[config.mk]
export PLATFORM = sky130hd
export DESIGN_NAME = reg_renamer
export DESIGN_NICKNAME = d
export VERILOG_FILES = /design/src/rtl/reg_renamer.sv
export SDC_FILE = /design/constraint.sdc
export NUM_CORES = 2
export LEC_CHECK = 0
export CAP_MARGIN = 20
export CORE_MARGIN = 2
export CORE_UTILIZATION = 30
export DETAILED_ROUTE_END_ITERATION = 7
export HOLD_SLACK_MARGIN = 0.1
export PLACE_DENSITY = 0.51
export SLEW_MARGIN = 0
export SYNTH_ARGS = -nofsm -noshare
export SYNTH_HDL_FRONTEND = slang
export SYNTH_SLANG_ARGS = --single-unit
[constraint.sdc]
create_clock -name clk -period 40.3 [get_ports clk]
set_input_delay 8.06 -clock clk [delete_from_list [all_inputs] [get_ports clk]]
set_output_delay 8.06 -clock clk [all_outputs]
set_load 0.02 [all_outputs]
[src/rtl/reg_renamer.sv]
// reg_renamer: register-rename stage between decode and dispatch.
//
// Maps architectural sources through the RAT, allocates a new physical
// destination from a circular free list and presents the renamed instruction
// on a registered valid/ready output. Retire pushes superseded tags back onto
// the free list.
//
// Ports:
//   clk, rst                 clock, asynchronous active-high reset
//   in_valid / in_ready      decoded-instruction handshake
//   in_opcode, in_rs1/rs2/rd architectural fields
//   in_instr                 raw instruction word (passed through)
//   out_valid / out_ready    renamed-instruction handshake
//   out_opcode, out_instr    passed through
//   out_ps1, out_ps2         physical sources
//   out_pd, out_old_pd       new destination and its previous mapping (0 if none)
//   ret_valid, ret_old_pd    retire frees a physical register
//   fl_count                 free-list occupancy
//
// Optional feature, macro RENAME_READY_TABLE_EN: adds a per-tag ready table
// with ports cmp_valid, cmp_pd (writeback broadcast) and out_ps1_rdy,
// out_ps2_rdy (source readiness sampled at accept).

module reg_renamer #(
   parameter int NUM_PREGS = 64,
   parameter int PREG_W    = 6
) (
   input  logic              clk,
   input  logic              rst,
   input  logic              in_valid,
   output logic              in_ready,
   input  logic [6:0]        in_opcode,
   input  logic [4:0]        in_rs1,
   input  logic [4:0]        in_rs2,
   input  logic [4:0]        in_rd,
   input  logic [31:0]       in_instr,
   output logic              out_valid,
   input  logic              out_ready,
   output logic [6:0]        out_opcode,
   output logic [31:0]       out_instr,
   output logic [PREG_W-1:0] out_ps1,
   output logic [PREG_W-1:0] out_ps2,
   output logic [PREG_W-1:0] out_pd,
   output logic [PREG_W-1:0] out_old_pd,
   input  logic              ret_valid,
   input  logic [PREG_W-1:0] ret_old_pd,
`ifdef RENAME_READY_TABLE_EN
   input  logic              cmp_valid,
   input  logic [PREG_W-1:0] cmp_pd,
   output logic              out_ps1_rdy,
   output logic              out_ps2_rdy,
`endif
   output logic [PREG_W:0]   fl_count
);

   localparam int CNT_W = PREG_W + 1;
   localparam int INIT_FREE = NUM_PREGS - 32;

   localparam logic [6:0] OP_R  = 7'b0110011;
   localparam logic [6:0] OP_I  = 7'b0010011;
   localparam logic [6:0] OP_LD = 7'b0000011;

   logic [PREG_W-1:0] rat_q [32];
   logic [PREG_W-1:0] rat_d [32];
   logic [PREG_W-1:0] fl_q  [NUM_PREGS];
   logic [PREG_W-1:0] fl_d  [NUM_PREGS];
   logic [PREG_W-1:0] head_q, head_d;
   logic [PREG_W-1:0] tail_q, tail_d;
   logic [CNT_W-1:0]  count_q, count_d;

   logic              out_valid_q, out_valid_d;
   logic [6:0]        out_opcode_q, out_opcode_d;
   logic [31:0]       out_instr_q, out_instr_d;
   logic [PREG_W-1:0] out_ps1_q, out_ps1_d;
   logic [PREG_W-1:0] out_ps2_q, out_ps2_d;
   logic [PREG_W-1:0] out_pd_q, out_pd_d;
   logic [PREG_W-1:0] out_old_pd_q, out_old_pd_d;

   logic              has_dest;
   logic              accept;
   logic              alloc;
   logic              free;
   logic [PREG_W-1:0] alloc_pd;
   logic [PREG_W-1:0] src1;
   logic [PREG_W-1:0] src2;

`ifdef RENAME_READY_TABLE_EN
   logic [NUM_PREGS-1:0] rdy_q, rdy_d;
   logic                 out_ps1_rdy_q, out_ps1_rdy_d;
   logic                 out_ps2_rdy_q, out_ps2_rdy_d;
   logic                 src1_rdy, src2_rdy;
`endif

   // Stalls on an empty list even for non-allocating instructions, which keeps
   // in_rd off the in_ready path.
   always_comb begin
      in_ready = (!out_valid_q || out_ready) && (count_q != '0);
      has_dest = ((in_opcode == OP_R) || (in_opcode == OP_I) || (in_opcode == OP_LD))
                 && (in_rd != 5'd0);
      accept   = in_valid && in_ready;
      alloc    = accept && has_dest;
      alloc_pd = fl_q[head_q];
      src1     = (in_rs1 == 5'd0) ? '0 : rat_q[in_rs1];
      src2     = (in_rs2 == 5'd0) ? '0 : rat_q[in_rs2];
      // A full list cannot take another tag; the retire is dropped.
      free     = ret_valid && (ret_old_pd != '0) && (count_q != CNT_W'(NUM_PREGS));
   end

   always_comb begin
      rat_d   = rat_q;
      fl_d    = fl_q;
      head_d  = head_q;
      tail_d  = tail_q;
      if (alloc) begin
         rat_d[in_rd] = alloc_pd;
         head_d       = head_q + PREG_W'(1);
      end
      if (free) begin
         fl_d[tail_q] = ret_old_pd;
         tail_d       = tail_q + PREG_W'(1);
      end
      count_d = count_q + CNT_W'(free) - CNT_W'(alloc);
   end

   always_comb begin
      out_valid_d  = out_valid_q;
      out_opcode_d = out_opcode_q;
      out_instr_d  = out_instr_q;
      out_ps1_d    = out_ps1_q;
      out_ps2_d    = out_ps2_q;
      out_pd_d     = out_pd_q;
      out_old_pd_d = out_old_pd_q;
      if (accept) begin
         out_valid_d  = 1'b1;
         out_opcode_d = in_opcode;
         out_instr_d  = in_instr;
         out_ps1_d    = src1;
         out_ps2_d    = src2;
         out_pd_d     = has_dest ? alloc_pd : '0;
         out_old_pd_d = has_dest ? rat_q[in_rd] : '0;
      end else if (out_ready) begin
         out_valid_d  = 1'b0;
         out_opcode_d = '0;
         out_instr_d  = '0;
         out_ps1_d    = '0;
         out_ps2_d    = '0;
         out_pd_d     = '0;
         out_old_pd_d = '0;
      end
   end

   always_ff @(posedge clk or posedge rst) begin
      if (rst) begin
         for (int i = 0; i < 32; i++) rat_q[i] <= PREG_W'(i);
         for (int i = 0; i < NUM_PREGS; i++)
            fl_q[i] <= (i < INIT_FREE) ? PREG_W'(i + 32) : '0;
         head_q       <= '0;
         tail_q       <= PREG_W'(INIT_FREE);
         count_q      <= CNT_W'(INIT_FREE);
         out_valid_q  <= 1'b0;
         out_opcode_q <= '0;
         out_instr_q  <= '0;
         out_ps1_q    <= '0;
         out_ps2_q    <= '0;
         out_pd_q     <= '0;
         out_old_pd_q <= '0;
      end else begin
         rat_q        <= rat_d;
         fl_q         <= fl_d;
         head_q       <= head_d;
         tail_q       <= tail_d;
         count_q      <= count_d;
         out_valid_q  <= out_valid_d;
         out_opcode_q <= out_opcode_d;
         out_instr_q  <= out_instr_d;
         out_ps1_q    <= out_ps1_d;
         out_ps2_q    <= out_ps2_d;
         out_pd_q     <= out_pd_d;
         out_old_pd_q <= out_old_pd_d;
      end
   end

`ifdef RENAME_READY_TABLE_EN
   // A completion broadcast in the accept cycle is forwarded to the sources.
   always_comb begin
      src1_rdy = (src1 == '0) || rdy_q[src1] || (cmp_valid && (cmp_pd == src1));
      src2_rdy = (src2 == '0) || rdy_q[src2] || (cmp_valid && (cmp_pd == src2));
      rdy_d = rdy_q;
      if (cmp_valid) rdy_d[cmp_pd] = 1'b1;
      // Clear after set so a same-tag collision leaves the tag busy.
      if (alloc) rdy_d[alloc_pd] = 1'b0;
      rdy_d[0] = 1'b1;
      out_ps1_rdy_d = out_ps1_rdy_q;
      out_ps2_rdy_d = out_ps2_rdy_q;
      if (accept) begin
         out_ps1_rdy_d = src1_rdy;
         out_ps2_rdy_d = src2_rdy;
      end else if (out_ready) begin
         out_ps1_rdy_d = 1'b0;
         out_ps2_rdy_d = 1'b0;
      end
   end

   always_ff @(posedge clk or posedge rst) begin
      if (rst) begin
         rdy_q         <= '1;
         out_ps1_rdy_q <= 1'b0;
         out_ps2_rdy_q <= 1'b0;
      end else begin
         rdy_q         <= rdy_d;
         out_ps1_rdy_q <= out_ps1_rdy_d;
         out_ps2_rdy_q <= out_ps2_rdy_d;
      end
   end

   assign out_ps1_rdy = out_ps1_rdy_q;
   assign out_ps2_rdy = out_ps2_rdy_q;
`endif

`ifndef SYNTHESIS
   always @(posedge clk) begin
      if (!rst && ret_valid && (ret_old_pd != '0) && (count_q == CNT_W'(NUM_PREGS)))
         $error("reg_renamer: retire of p%0d into a full free list dropped", ret_old_pd);
   end
`endif

   assign out_valid  = out_valid_q;
   assign out_opcode = out_opcode_q;
   assign out_instr  = out_instr_q;
   assign out_ps1    = out_ps1_q;
   assign out_ps2    = out_ps2_q;
   assign out_pd     = out_pd_q;
   assign out_old_pd = out_old_pd_q;
   assign fl_count   = count_q;

endmodule

**After elaboration in Yosys (flattened, before gate mapping)**

Index checks and enable logic that the tools add are counted.

- Flip-flop bits (word level): 659
- Input bits: 65
- Output and inout bits: 72
- Word-level logic and storage cells: 177

- Add/subtract/negate cells: 4
- Order comparisons: 7
- Equality and inequality tests: 4
- Mux-type cells: 33
- Bitwise logic cells: 5
- Reduce and logical (&&, ||, !) cells: 18

Operator list:

| cell | number |
|---|---|
| $bwmux W384 | 1 |
| $bwmux W192 | 1 |
| $mux W6 | 19 |
| $bmux W6 S5 | 3 |
| $mux W32 | 2 |
| $bmux W6 S6 | 1 |
| $demux W6 S6 | 1 |
| $demux W6 S5 | 1 |
| $ge A6 B6 Y1 const B | 3 |
| $not A5 Y6 | 3 |
| $ge A7 B7 Y1 const B | 2 |
| $mux W7 | 2 |
| $not A6 Y7 | 2 |
| $add A6 B1 Y6 const B | 2 |
| $logic_not A5 Y1 | 2 |
| $logic_and A1 B1 Y1 | 8 |
| $add A7 B1 Y7 | 1 |
| $eq A7 B2 Y1 const B | 1 |
| $eq A7 B5 Y1 const B | 1 |
| $eq A7 B6 Y1 const B | 1 |
| $lt A7 B1 Y1 const B | 1 |
| $ne A7 B7 Y1 const B | 1 |
| $reduce_bool A7 Y1 | 1 |
| $sub A7 B1 Y7 | 1 |
| other kinds (7) | 10 |

**Logic depth before layout (Yosys ltp)**

- Depth after elaboration: 6
- Mapped depth: 18

**Worst setup path before layout**

OpenSTA, ideal clock, no wires.

- Path type: input to output
- From: input port out_ready
- To: output port in_ready
- Data arrival time: 8.447 ns
- Path slack: 23.793 ns
- Stages: 2
- Cell sequence: nand2b_1 > o21a_1

- Cells in the longest elaborated chain, start to end: 2

RTL lines:

| item | RTL line | RTL |
|---|---|---|
| start: declaration | 38 | `input logic out_ready,` |
| $logic_or A1 B1 Y1 | 97 | `in_ready = (!out_valid_q \|\| out_ready) && (count_q != '0);` |
| $logic_and A1 B1 Y1 | 97 |  |
| end: declaration | 31 | `output logic in_ready,` |

Every way passes these cells.

**Final worst setup path**

Same ends and word-level chain as after synthesis.

==> impl_metrics.env <==
export IMPL_cts_sinks=659
export IMPL_synth_seq_cells=659
export IMPL_gp_congestion=0.901
export IMPL_startpoint="out_ready"
export IMPL_crit_fanout=41
export IMPL_path_cells="clkdlybuf4s50_1 > buf_4 > nand2b_1 > o21a_1 > clkdlybuf4s50_1"
export IMPL_crit_slowest_cell="clkdlybuf4s50_1"
export IMPL_worstReg2RegStart="head_q[0]"
export IMPL_die_x_um=336
export IMPL_core_area_sq_um=109000
export IMPL_final_net_count=2758
export IMPL_clockBufferDepth=3
export IMPL_fin_util=0.350
export IMPL_clk_pin_slew_worst_paths_ps=60
export IMPL_ys_warn_count=0
export IMPL_postLayoutCellArea_sq_um=38100
export IMPL_yosysSeqAreaShare=0.507
export IMPL_synth_area_per_cell_sq_um=12.6
export IMPL_leakage_nw=16.1
export IMPL_ir_drop_v=0.0000442
export IMPL_place_area_sq_um=35700
export IMPL_power_mw=2.04
export IMPL_worst_path_most_repeated_cell="clkdlybuf4s50_1"
export IMPL_grt_max_degree=198
export IMPL_n_antenna_cell=0
export IMPL_worst_pin_slew_ps=1110
export IMPL_finalSetupViolCount=0
export IMPL_path_class="primary input to output pin"
export IMPL_max_cap_violations=0
export IMPL_syn_inst=2619
export IMPL_synthTopCellsByArea="dfrtp_1 (35%), dfstp_2 (15%), mux2_2 (13%), mux4_2 (12%), nand2_1 (4.3%)"
export IMPL_holdWs_ps=427
export IMPL_pwr_density_cell_nw_per_um2=53.5
export IMPL_gr_usage_all_layers=0.175
export IMPL_layout_drive_gt1_share=0.356
export IMPL_synth_area_sq_um=33000
export IMPL_die_h_um=336
export IMPL_antenna_found_initial=2
export IMPL_max_freq_mhz=55.6
export IMPL_tritoncts="built"
export IMPL_synthFlopType="dfrtp_1"
export IMPL_crit_required_ps=32240
export IMPL_async_flop_share=1.00
export IMPL_vias=22400
export IMPL_cp_data_arrival_time_ps=9930
export IMPL_yosys_area_top_type="dfrtp_1"
export IMPL_numCtsBuffers=76
export IMPL_htree_num_levels=3
export IMPL_most_common_layout_cells="dfrtp_1 (463), mux2_2 (390), nand2_1 (378)"
export IMPL_start_kind="primary input"
export IMPL_clock_latency_ps=630
export IMPL_synth_top_area_share=0.353
export IMPL_synth_edf_count=0
export IMPL_via_per_inst=5.39
export IMPL_drt_iter0_drc=1453
export IMPL_rsz0062_at_grt="no"
export IMPL_final_setup_tns_ps=0
export IMPL_ctsResizeCount=0
export IMPL_cts_setup_buffers=0
export IMPL_min_period_ps=17990
export IMPL_hold_class="flip-flop to flip-flop"
export IMPL_finalHoldViolations=0
export IMPL_outcome="finished, final reports clean"
export IMPL_drt_wl_total_um=98800
export IMPL_grt_pass1_wl_um=150000
export IMPL_end_kind="output pin"
export IMPL_drc_errors=0
export IMPL_port_buffers=136
export IMPL_rows=121
export IMPL_ant_nets=0
export IMPL_slew_headroom=0.259
export IMPL_period_share=0.446
export IMPL_die_area_sq_um=113000
export IMPL_wire_per_inst_um=23.8
export IMPL_dr_pass1_iters=8
export IMPL_grt_overflow=0
export IMPL_layout_commonest_cell="dfrtp_1"
export IMPL_io_pins=137
export IMPL_start_util=0.303
export IMPL_synth_nets=2696
export IMPL_cp_slowest_stage_delay_ps=610
export IMPL_root_buffer="clkbuf_16"
export IMPL_slew_viol_final=0
export IMPL_finClkSkew_ps=19.3
export IMPL_area_growth_pct=15.5
export IMPL_synth_cell_types=69
export IMPL_cts_hold_buf=0
export IMPL_hpwl_um=65000
export IMPL_holdCritStartpoint="rat_q[187]"
export IMPL_first_global_vias=23200
metrics by stage:
step,setup slack (ps),std cells
6_report,22310,4157
5_1_grt,22190,4157
4_1_cts,22280,4151
3_5_place_dp,22290,4011
3_3_place_gp,22280,4009
2_1_floorplan,14090,2619
per-layer routing:
| layer | GRT usage | share of wire | up-vias |
|---|---|---|---|
| li1 | - | - | 9779 |
| met2 | 0.281 | 0.48 | 696 |
| met1 | 0.240 | 0.44 | 11700 |
| met3 | 0.0293 | 0.060 | 168 |
| met5 | 0 | 0.00024 | - |
| met4 | 0.0588 | 0.029 | 4 |
Yosys cell counts, drive strengths merged, types with 7 or more instances:
cell	instances
mux2	393
o21ai	213
a211o	7
nand3	11
inv	21
nand2	386
nor2	68
o22ai	27
nor3	11
a22oi	19
nand3b	42
dfstp	194
a221oi	9
a22o	9
dfrtp	465
nor4	7
buf	54
mux4	180
nand4	14
clkbuf	161
xnor2	10
a21oi	52
mux2i	123
o221ai	40
ha	11
a21o	8
critical path, delay by kind of cell:
kind / cells / cell delay [ps]
buffers and inverters: 3 / 1410
and+or+nand+nor: 1 / 280
AOI/OAI and AO/OA: 1 / 170
cell type report:
cell class | instances | area (sq um)
fillers | 10600 | 70900
flip-flops and latches | 659 | 16700
multi-input cells | 1724 | 15300
clock buffers | 126 | 2220
repair buffers | 199 | 1840
well taps | 1414 | 1770
clock inverters | 14 | 163
inverters | 21 | 86.3
state kept, by name, indices dropped and copies added, names as in the netlist:
| name | flops |
|---|---|
| head_q | 6 |
| out_opcode | 7 |
| out_instr | 32 |
| fl_count | 7 |
| out_ps1 | 6 |
| rat_q | 192 |
| fl_q | 384 |
| out_valid | 1 |
| out_old_pd | 6 |
| out_pd | 6 |
| tail_q | 6 |
| out_ps2 | 6 |
cell families (layout without fill, tap and decap cells):
group | count (synthesis) | count (layout) | share of synthesized area
AOI/OAI and AO/OA | 419 | 419 | 0.0775
muxes | 696 | 696 | 0.294
DFF | 659 | 659 | 0.507
xor gates and xnor gates | 16 | 16 | 0.00425
adders and majority gates | 12 | 12 | 0.00478
and+or+nand+nor | 581 | 581 | 0.0806
buffers and inverters | 236 | 360 | 0.0317
worst paths after layout:
kind	slack [ps]	end	cells after the start
min in group asynchronous	8020	out_instr[8]	2
worst min register to register	430	rat_q[187]	0
max in group asynchronous	29130	rat_q[51]	5
worst max-delay path	22310	in_ready	5
worst max register to register	35970	rat_q[133]	6
worst min-delay path	430	rat_q[187]	0
report_power, final:
group	leakage [nW]	switching [mW]	internal [mW]
combinational	6.60	0.236	0.227
clock	1.15	0.281	0.390
sequential	8.32	0.0799	0.826
total	16.1	0.597	1.44
Note: power is estimated with default switching activity, not from simulation.
